--- src/rtl/gnrl_ram_pd_initiator.sv ---
// gnrl_ram_pd_initiator
// Initiator for a pseudo-dual-port RAM. It owns the RAM write port (posted,
// byte-masked writes) and the read port (1-cycle synchronous read). It
// exposes valid/ready read and write channels to a core/LSU.
//
// Read data is queued in a response FIFO. Credits count FIFO entries plus the
// in-flight read, so the FIFO can never overflow. Popping a response frees its
// credit one cycle later, which keeps rsp_ready_i off the rd_ready_o path.
//
// Same-cycle, same-word read/write hazard handling:
//   GNRL_RAM_PD_FWD_EN defined   : the read is accepted. The write data and mask
//                                  are registered and merged into the RAM read
//                                  data when it is captured.
//   GNRL_RAM_PD_FWD_EN undefined : the read is stalled for that cycle and
//                                  retried after the write has landed.
module gnrl_ram_pd_initiator #(
  parameter int ADDR_WIDTH = 16,
  parameter int DATA_WIDTH = 32,
  parameter int RSP_DEPTH  = 4
) (
  input  logic                    clk,
  input  logic                    rst,
  // write channel
  input  logic                    wr_valid_i,
  output logic                    wr_ready_o,
  input  logic [ADDR_WIDTH-1:0]   wr_addr_i,
  input  logic [DATA_WIDTH-1:0]   wr_data_i,
  input  logic [DATA_WIDTH/8-1:0] wr_mask_i,
  // read request channel
  input  logic                    rd_valid_i,
  output logic                    rd_ready_o,
  input  logic [ADDR_WIDTH-1:0]   rd_addr_i,
  // read response channel
  output logic                    rsp_valid_o,
  input  logic                    rsp_ready_i,
  output logic [DATA_WIDTH-1:0]   rsp_data_o,
  // RAM write port
  output logic                    ram_we_o,
  output logic [DATA_WIDTH/8-1:0] ram_we_mask_o,
  output logic [ADDR_WIDTH-1:0]   ram_waddr_o,
  output logic [DATA_WIDTH-1:0]   ram_data_o,
  // RAM read port
  output logic [ADDR_WIDTH-1:0]   ram_raddr_o,
  input  logic [DATA_WIDTH-1:0]   ram_data_i
);

  localparam int OFS = (DATA_WIDTH == 64) ? 3 : 2;
  localparam int MW  = DATA_WIDTH / 8;
  localparam int PW  = $clog2(RSP_DEPTH);
  localparam int CW  = PW + 1;
  localparam logic [CW:0] DEPTH_C = (CW + 1)'(RSP_DEPTH);

  // ---------------------------------------------------------------------------
  // State
  // ---------------------------------------------------------------------------
  logic                  wr_ready_r;     // doubles as "out of reset" flag
  logic                  inflight_r;     // a read was accepted last cycle
  logic [PW-1:0]         wptr_r;
  logic [PW-1:0]         rptr_r;
  logic [CW-1:0]         count_r;
  logic                  rsp_valid_r;
  logic [DATA_WIDTH-1:0] fifo_mem_r [RSP_DEPTH];

  logic                  word_match_s;
  logic                  stall_s;
  logic [CW:0]           occ_s;
  logic                  rd_ready_s;
  logic                  rd_fire_s;
  logic                  wr_fire_s;
  logic                  push_s;
  logic                  pop_s;
  logic [CW-1:0]         count_nxt_s;
  logic [DATA_WIDTH-1:0] capture_s;

`ifdef GNRL_RAM_PD_FWD_EN
  logic                  fwd_valid_r;
  logic [MW-1:0]         fwd_mask_r;
  logic [DATA_WIDTH-1:0] fwd_data_r;

  // Replace the bytes enabled in mask with new data; keep the other bytes from old data.
  function automatic logic [DATA_WIDTH-1:0] merge_bytes(
    input logic [DATA_WIDTH-1:0] old_d,
    input logic [DATA_WIDTH-1:0] new_d,
    input logic [MW-1:0]         mask
  );
    logic [DATA_WIDTH-1:0] res;
    res = old_d;
    for (int b = 0; b < MW; b++) begin
      if (mask[b]) begin
        res[8*b +: 8] = new_d[8*b +: 8];
      end else begin
        res[8*b +: 8] = old_d[8*b +: 8];
      end
    end
    return res;
  endfunction
`endif

  // ---------------------------------------------------------------------------
  // Write path: posted writes, passed straight through to the RAM
  // ---------------------------------------------------------------------------
  assign wr_ready_o    = wr_ready_r;
  assign wr_fire_s     = wr_valid_i & wr_ready_r;
  assign ram_we_o      = wr_fire_s;
  assign ram_we_mask_o = wr_mask_i;
  assign ram_waddr_o   = wr_addr_i;
  assign ram_data_o    = wr_data_i;

  // ---------------------------------------------------------------------------
  // Read request path
  // ---------------------------------------------------------------------------
  assign ram_raddr_o  = rd_addr_i;
  assign word_match_s = (rd_addr_i[ADDR_WIDTH-1:OFS] == wr_addr_i[ADDR_WIDTH-1:OFS]);

`ifdef GNRL_RAM_PD_FWD_EN
  assign stall_s = 1'b0;
`else
  // The write wins: a read of the word being written this cycle waits one cycle.
  assign stall_s = wr_valid_i & word_match_s;
`endif

  // Credits come only from registered state.
  assign occ_s      = {1'b0, count_r} + {{CW{1'b0}}, inflight_r};
  assign rd_ready_s = wr_ready_r & (occ_s < DEPTH_C) & ~stall_s;
  assign rd_ready_o = rd_ready_s;
  assign rd_fire_s  = rd_valid_i & rd_ready_s;

  // ---------------------------------------------------------------------------
  // Response FIFO
  // ---------------------------------------------------------------------------
  assign push_s      = inflight_r;
  assign pop_s       = rsp_valid_r & rsp_ready_i;
  assign rsp_valid_o = rsp_valid_r;
  assign rsp_data_o  = fifo_mem_r[rptr_r];

  // Select the data to capture: RAM read data, merged with forwarded write bytes when enabled.
  always_comb begin
    capture_s = ram_data_i;
`ifdef GNRL_RAM_PD_FWD_EN
    if (fwd_valid_r) begin
      capture_s = merge_bytes(ram_data_i, fwd_data_r, fwd_mask_r);
    end else begin
      capture_s = ram_data_i;
    end
`endif
  end

  // Compute the next FIFO occupancy from push/pop activity.
  always_comb begin
    count_nxt_s = count_r;
    case ({push_s, pop_s})
      2'b10:   count_nxt_s = count_r + CW'(1);
      2'b01:   count_nxt_s = count_r - CW'(1);
      default: count_nxt_s = count_r;
    endcase
  end

  // Control registers: ready flag, in-flight tracking, FIFO pointers and count.
  always_ff @(posedge clk or posedge rst) begin
    if (rst) begin
      wr_ready_r  <= 1'b0;
      inflight_r  <= 1'b0;
      wptr_r      <= {PW{1'b0}};
      rptr_r      <= {PW{1'b0}};
      count_r     <= {CW{1'b0}};
      rsp_valid_r <= 1'b0;
    end else begin
      wr_ready_r  <= 1'b1;
      inflight_r  <= rd_fire_s;
      count_r     <= count_nxt_s;
      rsp_valid_r <= (count_nxt_s != {CW{1'b0}});
      if (push_s) begin
        wptr_r <= wptr_r + PW'(1);
      end
      if (pop_s) begin
        rptr_r <= rptr_r + PW'(1);
      end
    end
  end

  // FIFO storage: capture the RAM read data one cycle after the read is accepted.
  always_ff @(posedge clk or posedge rst) begin
    if (rst) begin
      for (int i = 0; i < RSP_DEPTH; i++) begin
        fifo_mem_r[i] <= {DATA_WIDTH{1'b0}};
      end
    end else begin
      if (push_s) begin
        fifo_mem_r[wptr_r] <= capture_s;
      end
    end
  end

`ifdef GNRL_RAM_PD_FWD_EN
  // Forwarding state: remember a write that hit the same word as an accepted read.
  always_ff @(posedge clk or posedge rst) begin
    if (rst) begin
      fwd_valid_r <= 1'b0;
      fwd_mask_r  <= {MW{1'b0}};
      fwd_data_r  <= {DATA_WIDTH{1'b0}};
    end else begin
      fwd_valid_r <= rd_fire_s & wr_fire_s & word_match_s;
      if (rd_fire_s & wr_fire_s & word_match_s) begin
        fwd_mask_r <= wr_mask_i;
        fwd_data_r <= wr_data_i;
      end
    end
  end
`endif

endmodule

--- config.mk ---
export PLATFORM = sky130hd
export DESIGN_NAME = gnrl_ram_pd_initiator
export DESIGN_NICKNAME = d
export VERILOG_FILES = /design/src/rtl/gnrl_ram_pd_initiator.sv
export SDC_FILE = /design/constraint.sdc
export NUM_CORES = 1
export LEC_CHECK = 0
export ABC_AREA = 1
export CAP_MARGIN = 30
export CORE_MARGIN = 1
export CORE_UTILIZATION = 45
export CTS_BUF_LIST = sky130_fd_sc_hd__clkbuf_16
export CTS_CLUSTER_DIAMETER = 40
export DETAILED_ROUTE_END_ITERATION = 7
export GPL_ROUTABILITY_DRIVEN = 0
export MAX_ROUTING_LAYER = met4
export PLACE_DENSITY_LB_ADDON = 0.25
export SLEW_MARGIN = 15
export SYNTH_ARGS = -nofsm -noshare
export SYNTH_HDL_FRONTEND = slang
export SYNTH_SLANG_ARGS = --single-unit
--- constraint.sdc ---
create_clock -name clk -period 8.4 [get_ports clk]
set_input_delay 2.52 -clock clk [delete_from_list [all_inputs] [get_ports clk]]
set_output_delay 2.52 -clock clk [all_outputs]
set_load 0.05 [all_outputs]
# Yosys cells after proc, flatten, opt, wreduce, memory -nomap -nowiden
# Index checks and enable logic that the tools add are counted.
[word_totals]
in_bits = 105
reg_bits = 138
out_inout_bits = 104
wordCells = 40
[classes]
order_cmp = 4
n_eq_ne = 3
bitwise_logic = 9
n_addsub = 5
n_reduce_logical = 2
mux = 7
[ops]
columns = ["op", "count"]
rows = [
  ["128-bit bitwise mux", 1],
  ["32-bit 2-to-1 mux", 3],
  ["32-bit binary-select mux with 2-bit select", 1],
  ["32-bit demux with 2-bit select", 1],
  ["14-bit == test", 1],
  ["1-bit bitwise AND", 6],
  ["3-bit greater-or-equal comparator, second input constant", 2],
  ["2-bit inverter with 3-bit output", 2],
  ["3-bit one-hot mux with 2 select lines", 1],
  ["2-bit by 1-bit adder with 2-bit output, second input constant", 2],
  ["3-bit by 1-bit adder with 4-bit output", 1],
  ["4-bit by 3-bit < comparator with 1-bit output, second input constant", 1],
  ["3-bit by 1-bit adder with 3-bit output, second input constant", 1],
  ["3-bit by 1-bit < comparator with 1-bit output, second input constant", 1],
  ["3-bit nonzero test", 1],
  ["3-bit by 1-bit subtractor with 3-bit output, second input constant", 1],
  ["2-bit by 1-bit == test with 1-bit output, second input constant", 1],
  ["2-bit == test, second input constant", 1],
  ["1-bit logical AND", 1],
  ["1-bit inverter", 1],
]

# Longest topological paths before layout
# Gate-level depths: netlist (run 1).
[depth]
word_depth = 6
depth_mapped = 9
ltp_nobuf = 9

# Least setup slack after synthesis (run 1)
# OpenSTA, ideal clock, no wires.
[synth_path]
path_type = "in2out"
start = "in rd_addr_i[13]"
end = "out rd_ready_o"
required_time_ns = 5.880
t_arrival_ns = 3.184
setup_slack_ns = 2.696
n_path_buf = 0
cell_stages = 9
path_cell_list = "inv_1 nand2_1 nand2_1 nor2_1 nand2_1 nor2_1 nand2_1 nand2_1 inv_1"
[synth_via]
elab_chain_cells = 4
[synth_lines]
columns = ["element", "line", "source"]
rows = [
  ["from (decl)", "32", "input logic [ADDR_WIDTH-1:0] rd_addr_i,"],
  ["14-bit == test", "113", "assign word_match_s = (rd_addr_i[ADDR_WIDTH-1:OFS] == wr_addr_i[ADDR_WIDTH-1:OFS]);"],
  ["1-bit bitwise AND", "119", "assign stall_s = wr_valid_i & word_match_s;"],
  ["1-bit inverter", "124", "assign rd_ready_s = wr_ready_r & (occ_s < DEPTH_C) & ~stall_s;"],
  ["1-bit bitwise AND", "124", ""],
  ["to (decl)", "31", "output logic rd_ready_o,"],
]
# No other way between the ends.

# Worst setup path in the final report (run 1)
[layout_path]
start = "in rd_addr_i[3]"
end = "out rd_ready_o"
# The elaborated chain is that of the path after synthesis.

==> out/qor.yml, run 1 <==
regArea_sq_um: 3455
ios: 209
multi_input_area_sq_um: 2785
max_slew_margin_pct: 44.91
die_x_um: 130.5
cts_setup_buffers: 0
critPathSlowestCell: "clkdlybuf4s50_1"
hp-class: "flip-flop to flip-flop"
routed_wl_mm: 15.38
ant_nets: 0
drtIter0Drc: 374
dr.pass1.iters: 5
setup_viol: 0
design.core.area_sq_um: 16000
critical_path_class: "input port to output port"
drc_errors: 0
dieArea_sq_um: 17040
cts_resized: 0
synth_area_sq_um: 7435
syn_inst: 820
power_density_nw_per_um2: 432.3
tightestPinTransition_ns: 0.8263
n_fill_cell: 1599
status: "finished clean"
cp_cell_sequence: "clkdlybuf4s50_1 > inv_1 > nand2_1 > nand2_1 > nor2_1 > nand2_1 > nor2_1 > nand2_1 > nand2_1 > inv_1 > clkdlybuf4s50_1"
crit_arrival_ns: 4.31
die_y_um: 130.5
grt_pass1_vias: 5097
numCtsBuffers: 17
hold_buffers: 0
crit_top_cell: "nand2_1"
crit_required_ns: 5.88
cp_max_fo: 3
syn_area_per_cell_sq_um: 9.067
grt_max_degree: 66
start_util_pct: 46.47
fin_nets: 970
grt_antenna_before_repair: 0
fin_tns_setup_ns: 0
slowest_delay_ns: 0.70
io_buffer_count: 128
clk_latency_ns: 0.42
synth_nets: 931
fin_crit_ns: 6.832
grt_pass1_wl_mm: 25.32
slew_viol_final: 0
yosys_register_bits: 138
cts-root-buf: "clkbuf_16"
routedWlPerCell_um: 14.19
n_antenna_cell: 0
startpoint_type: "input port"
dr_total_vias: 5269
period_share_pct: 81.33
cts_tree: "done"
layout_commonest_cell: "nand2_1"
numClockSinks: 138
vdd_drop_max_v: 0.0002387
hpwl_mm: 9.275
cts_max_level: 4
netlist-cell-type-count: 22
drv_cap: 0
syn_to_final_growth_pct: 15.50
whs_ns: 0.4739
gr-usage-all-layers_pct: 20.03
row_count: 46
ys_seq_area_share_pct: 46.45
hold_viol: 0
finish.utilization_pct: 53.67
finClkSkew_ns: 0.006926
yosysWarnings: 0
max_freq_mhz: 146.4
crit_path_end_kind: "output port"
most-common-layout-cells: "nand2_1 (173), dfrtp_1 (137), clkdlybuf4s50_1 (128)"
cts.clk_slew.worst_paths_ns: 0.05
rsz0062_at_grt: "false"
via_per_inst: 4.861
leakage_nw: 4.017
grt.overflow.total: 0
cts_buffer_depth: 2
drive_gt1_share_pct: 17.05
==> cell usage after synthesis <==
library cell,n,area [sq um]
a21oi_1,1,5.000
buf_2,8,40.04
buf_4,76,570.6
buf_6,29,326.6
conb_1,1,3.750
dfrtp_1,138,3453
fa_1,1,20.02
ha_1,5,62.56
inv_1,67,251.5
inv_2,2,7.510
mux2_2,1,11.26
nand2_1,173,649.4
nand2_8,4,80.08
nand3_1,3,15.01
nor2_1,79,296.5
nor2_2,1,6.260
o21ai_0,45,225.2
o21ai_1,37,185.2
o21ai_2,112,980.9
o22ai_1,32,200.2
xnor2_1,2,17.52
xor2_1,3,26.28
==> state kept, by name, summed over array words and instances (netlist names) <==
register,flops
fifo_mem_r,128
count_r,3
rptr_r,2
wr_ready_o,1
wptr_r,2
rsp_valid_o,1
inflight_r,1
==> cells by family (layout without fill, tap and decap cells) <==
family,after synthesis,in the layout,synth area share (%)
flip-flops,138,138,46.45
adder cells (fa/ha/maj),6,6,1.111
buffers and inverters,182,230,16.09
other,1,1,0.05044
multiplexers,1,1,0.1515
AND/OR/NAND/NOR,260,260,14.09
AO/OA/AOI/OAI,227,227,21.47
XOR/XNOR,5,5,0.5891
==> worst paths after layout <==
| path | from | end | slack, ns | cells past startpoint |
|---|---|---|---|---|
| worst max-delay path | rd_addr_i[3] | rd_ready_o | 1.57 | 11 |
| worst min register to register | fifo_mem_r[57]$_DFFE_PP0P_ | fifo_mem_r[57]$_DFFE_PP0P_ | 0.47 | 2 |
| max in group asynchronous | rst | fifo_mem_r[66]$_DFFE_PP0P_ | 4.88 | 3 |
| worst min-delay path | fifo_mem_r[57]$_DFFE_PP0P_ | fifo_mem_r[57]$_DFFE_PP0P_ | 0.47 | 2 |
| worst max register to register | inflight_r$_DFF_PP0_ | rsp_valid_o$_DFF_PP0_ | 6.13 | 8 |
| min in group asynchronous | rst | fifo_mem_r[88]$_DFFE_PP0P_ | 2.45 | 2 |
==> through the flow <==
stage          setup WS (ns)  instances  total power (W)  cell area (sq um)
3_5_place_dp           1.560       1056         0.003085               8090
6_report               1.568       1084         0.003712               8587
2_1_floorplan          2.184        820         0.002671               7435
5_1_grt                1.420       1084         0.003963               8587
3_3_place_gp           1.550       1056         0.003064               8090
4_1_cts                1.551       1084         0.003751               8587
==> power breakdown <==
part           internal [W]  switching, W  total, W
Combinational      0.000671       0.00121   0.00188
Clock              0.000389      0.000254  0.000643
Sequential         0.000999      0.000187   0.00119
Total               0.00206       0.00165   0.00371
==> worst max-delay path, delay by kind of cell <==
| family | cells | cell delay, ns |
|---|---|---|
| buf+inv | 4 | 1.29 |
| simple gates | 7 | 0.50 |
==> metal layers <==
metal / global-route usage (%) / share of wire [%] / vias to the layer above
met1: 25.46 / 46 / 2438
met2: 31.50 / 47 / 127
met4: 7.167 / 1.7 / 0
met3: 4.438 / 4.4 / 32
li1: - / - / 2672
met5: - / 0 / -
==> area by class of cell <==
type	count	area share [%]
multi-input combinational	500	32.43
inverter	69	3.045
clock buffer	17	4.954
sequential	138	40.23
tap	216	3.147
timing repair buffer	133	15.36
clock inverter	11	0.8305
(Power assumes the default switching activity.)
==> run 2, diff against run 1 <==
- CORE_UTILIZATION: 45 -> 44
- clock period: 8.4 -> 5.6 ns (I/O delays scaled with it)
==> run 2 against run 1 <==
Effect of this change:
- the run now ends with design-rule violations left
- critical path depth did not move
- via count did not move
- wire length barely moved
- highest routed layer unchanged
==> out/qor.yml, run 2 (synthesized netlist as in run 1, its figures left out) <==
via_per_inst: 4.821  # -0.82%
setup_viol: 0  # unchanged
max_slew_margin_pct: 44.99  # +0.081 points
routed_wl_mm: 15.39  # about the same
routedWlPerCell_um: 14.08  # -0.81%
ant_nets: 0  # unchanged
grt_antenna_before_repair: 0  # unchanged
cts-root-buf: "clkbuf_16"
max_freq_mhz: 194.5
dp.cells: 1061  # +0.47%
grt.overflow.total: 0  # unchanged
reg2regPathDepth: 8  # unchanged
critPathSlowestCell: "clkdlybuf4s50_1"
status: "finished with violations"
cp_max_fo: 3  # unchanged
gr-usage-all-layers_pct: 19.44  # -0.59 points
fin_tns_setup_ns: 0  # unchanged
grt_pass1_wl_mm: 25.99  # +2.6%
fin_nets: 971  # +0.10%
regMostFlops: "fifo_mem_r"
finClkSkew_ns: 0.01230  # +0.005372 ns
most-common-layout-cells: "nand2_1 (173), dfrtp_1 (137), clkdlybuf4s50_1 (128)"
n_antenna_cell: 0  # unchanged
drc_errors: 2  # +2
hold_buffers: 0  # unchanged
stdcell_count: 1093  # +0.83%
slowest_delay_ns: 0.69  # about the same
crit_required_ns: 3.92  # -1.96 ns
slew_viol_final: 0  # unchanged
cts_setup_buffers: 0  # unchanged
clk_latency_ns: 0.42  # about the same
post-place-ws_ns: 0.4152  # -1.145 ns
hp-class: "flip-flop to flip-flop"
drive_gt1_share_pct: 17.53  # +0.48 points
critical_path_class: "input port to output port"
cts_buffer_depth: 2  # unchanged
tightestPinTransition_ns: 0.8251  # -0.001217 ns
drv_cap: 0  # unchanged
cts_resized: 0  # unchanged
startpoint_type: "input port"
layout_commonest_cell: "nand2_1"
crit_arrival_ns: 3.46  # -0.85 ns
holdPathStages: 2  # unchanged
fin_ws_ns: 0.4579  # -1.110 ns
top_regs: "fifo_mem_r x128, count_r x3"
grt_max_degree: 85  # +29%
cts.clk_slew.worst_paths_ns: 0.05  # about the same
ios: 209  # unchanged
row_count: 47  # +2.2%
die_x_um: 132.0  # +1.1%
design.core.area_sq_um: 16520  # +3.3%
hold_viol: 0  # unchanged
numCtsBuffers: 17  # unchanged
io_buffer_count: 128  # unchanged
final_area_sq_um: 8627  # +0.47%
dieArea_sq_um: 17420  # +2.2%
placed_area_sq_um: 8105  # +0.19%
drtIter0Drc: 342  # -8.6%
leakage_nw: 4.033  # +0.42%
crit_path_end_kind: "output port"
period_share_pct: 91.82
fin_crit_ns: 5.142
power_density_nw_per_um2: 649.1  # +50%
cp_cell_sequence: "clkdlybuf4s50_1 > inv_1 > nand2_1 > nand2_1 > nor2_1 > nand2_1 > nor2_1 > nand2_1 > nand2_1 > inv_1 > clkdlybuf4s50_1"
largest_register_ffs: 128  # unchanged
vdd_drop_max_v: 0.0003588  # +50%
rsz0062_at_grt: "false"
cts_tree: "done"
crit_top_cell: "nand2_1"
hpwl_mm: 9.111  # -1.8%
cts_max_level: 4  # unchanged
numClockSinks: 138  # unchanged
grt_pass1_vias: 5293  # +3.8%
die_y_um: 132.0  # +1.1%
syn_to_final_growth_pct: 16.04
dr_total_vias: 5269  # unchanged
dr.pass1.iters: 6  # +1
whs_ns: 0.4731  # -0.0008240 ns
start_util_pct: 44.99  # -1.5 points
violations: "design-rule violations"
[run 2: cell count changes in the layout (fill, tap and decap cells not counted), sizes merged]
cell / change
inv: +1
clkinv: +1
buf: +1
clkinvlp: +2
[run 2: worst paths after layout]
check                           slack (ns)                  startpoint                          to
max in group asynchronous             2.95                         rst  fifo_mem_r[11]$_DFFE_PP0P_
worst min-delay path                  0.47  fifo_mem_r[52]$_DFFE_PP0P_  fifo_mem_r[52]$_DFFE_PP0P_
worst min register to register        0.47  fifo_mem_r[52]$_DFFE_PP0P_  fifo_mem_r[52]$_DFFE_PP0P_
worst max register to register        3.32        inflight_r$_DFF_PP0_       rsp_valid_o$_DFF_PP0_
worst max-delay path                  0.46                rd_addr_i[7]                  rd_ready_o
min in group asynchronous             1.78                         rst  fifo_mem_r[24]$_DFFE_PP0P_
[run 2: layer usage]
| layer | vias to the layer above | global-route usage (%) | wire length (um) |
|---|---|---|---|
| li1 | 2685 | - | - |
| met1 | 2455 | 24.27 | 7110 |
| met2 | 103 | 30.78 | 7537 |
| met3 | 26 | 3.883 | 514 |
| met4 | 0 | 8.269 | 222 |
| met5 | - | - | 0 |
[run 2: area by class of cell]
cell class	count	area (sq um)
fillers	1590	7898
flip-flops and latches	138	3455
multi-input cells	500	2785
repair buffers	134	1326
clock buffers	17	425.4
well taps	220	275.3
inverters	69	264.0
clock inverters	15	96.34
[run 2: per-stage QoR]
step	power (W)	utilization [%]
after floorplan	0.004007	-
after global placement	0.004606	49.05
after detailed placement	0.004637	49.05
after CTS	0.005653	52.21
after global routing	0.005972	52.21
final	0.005600	52.21
[run 2: where the power goes]
group	total (W)	switching, W	internal (W)	leakage [nW]
sequential	0.00176	0.000260	0.00150	1.61
clock	0.000990	0.000397	0.000592	0.273
combinational	0.00285	0.00184	0.00101	2.15
total	0.00560	0.00250	0.00310	4.03
[run 2: worst max-delay path, delay by kind of cell]
family | cells | cell delay [ns]
buf+inv | 4 | 1.28
simple gates | 7 | 0.51
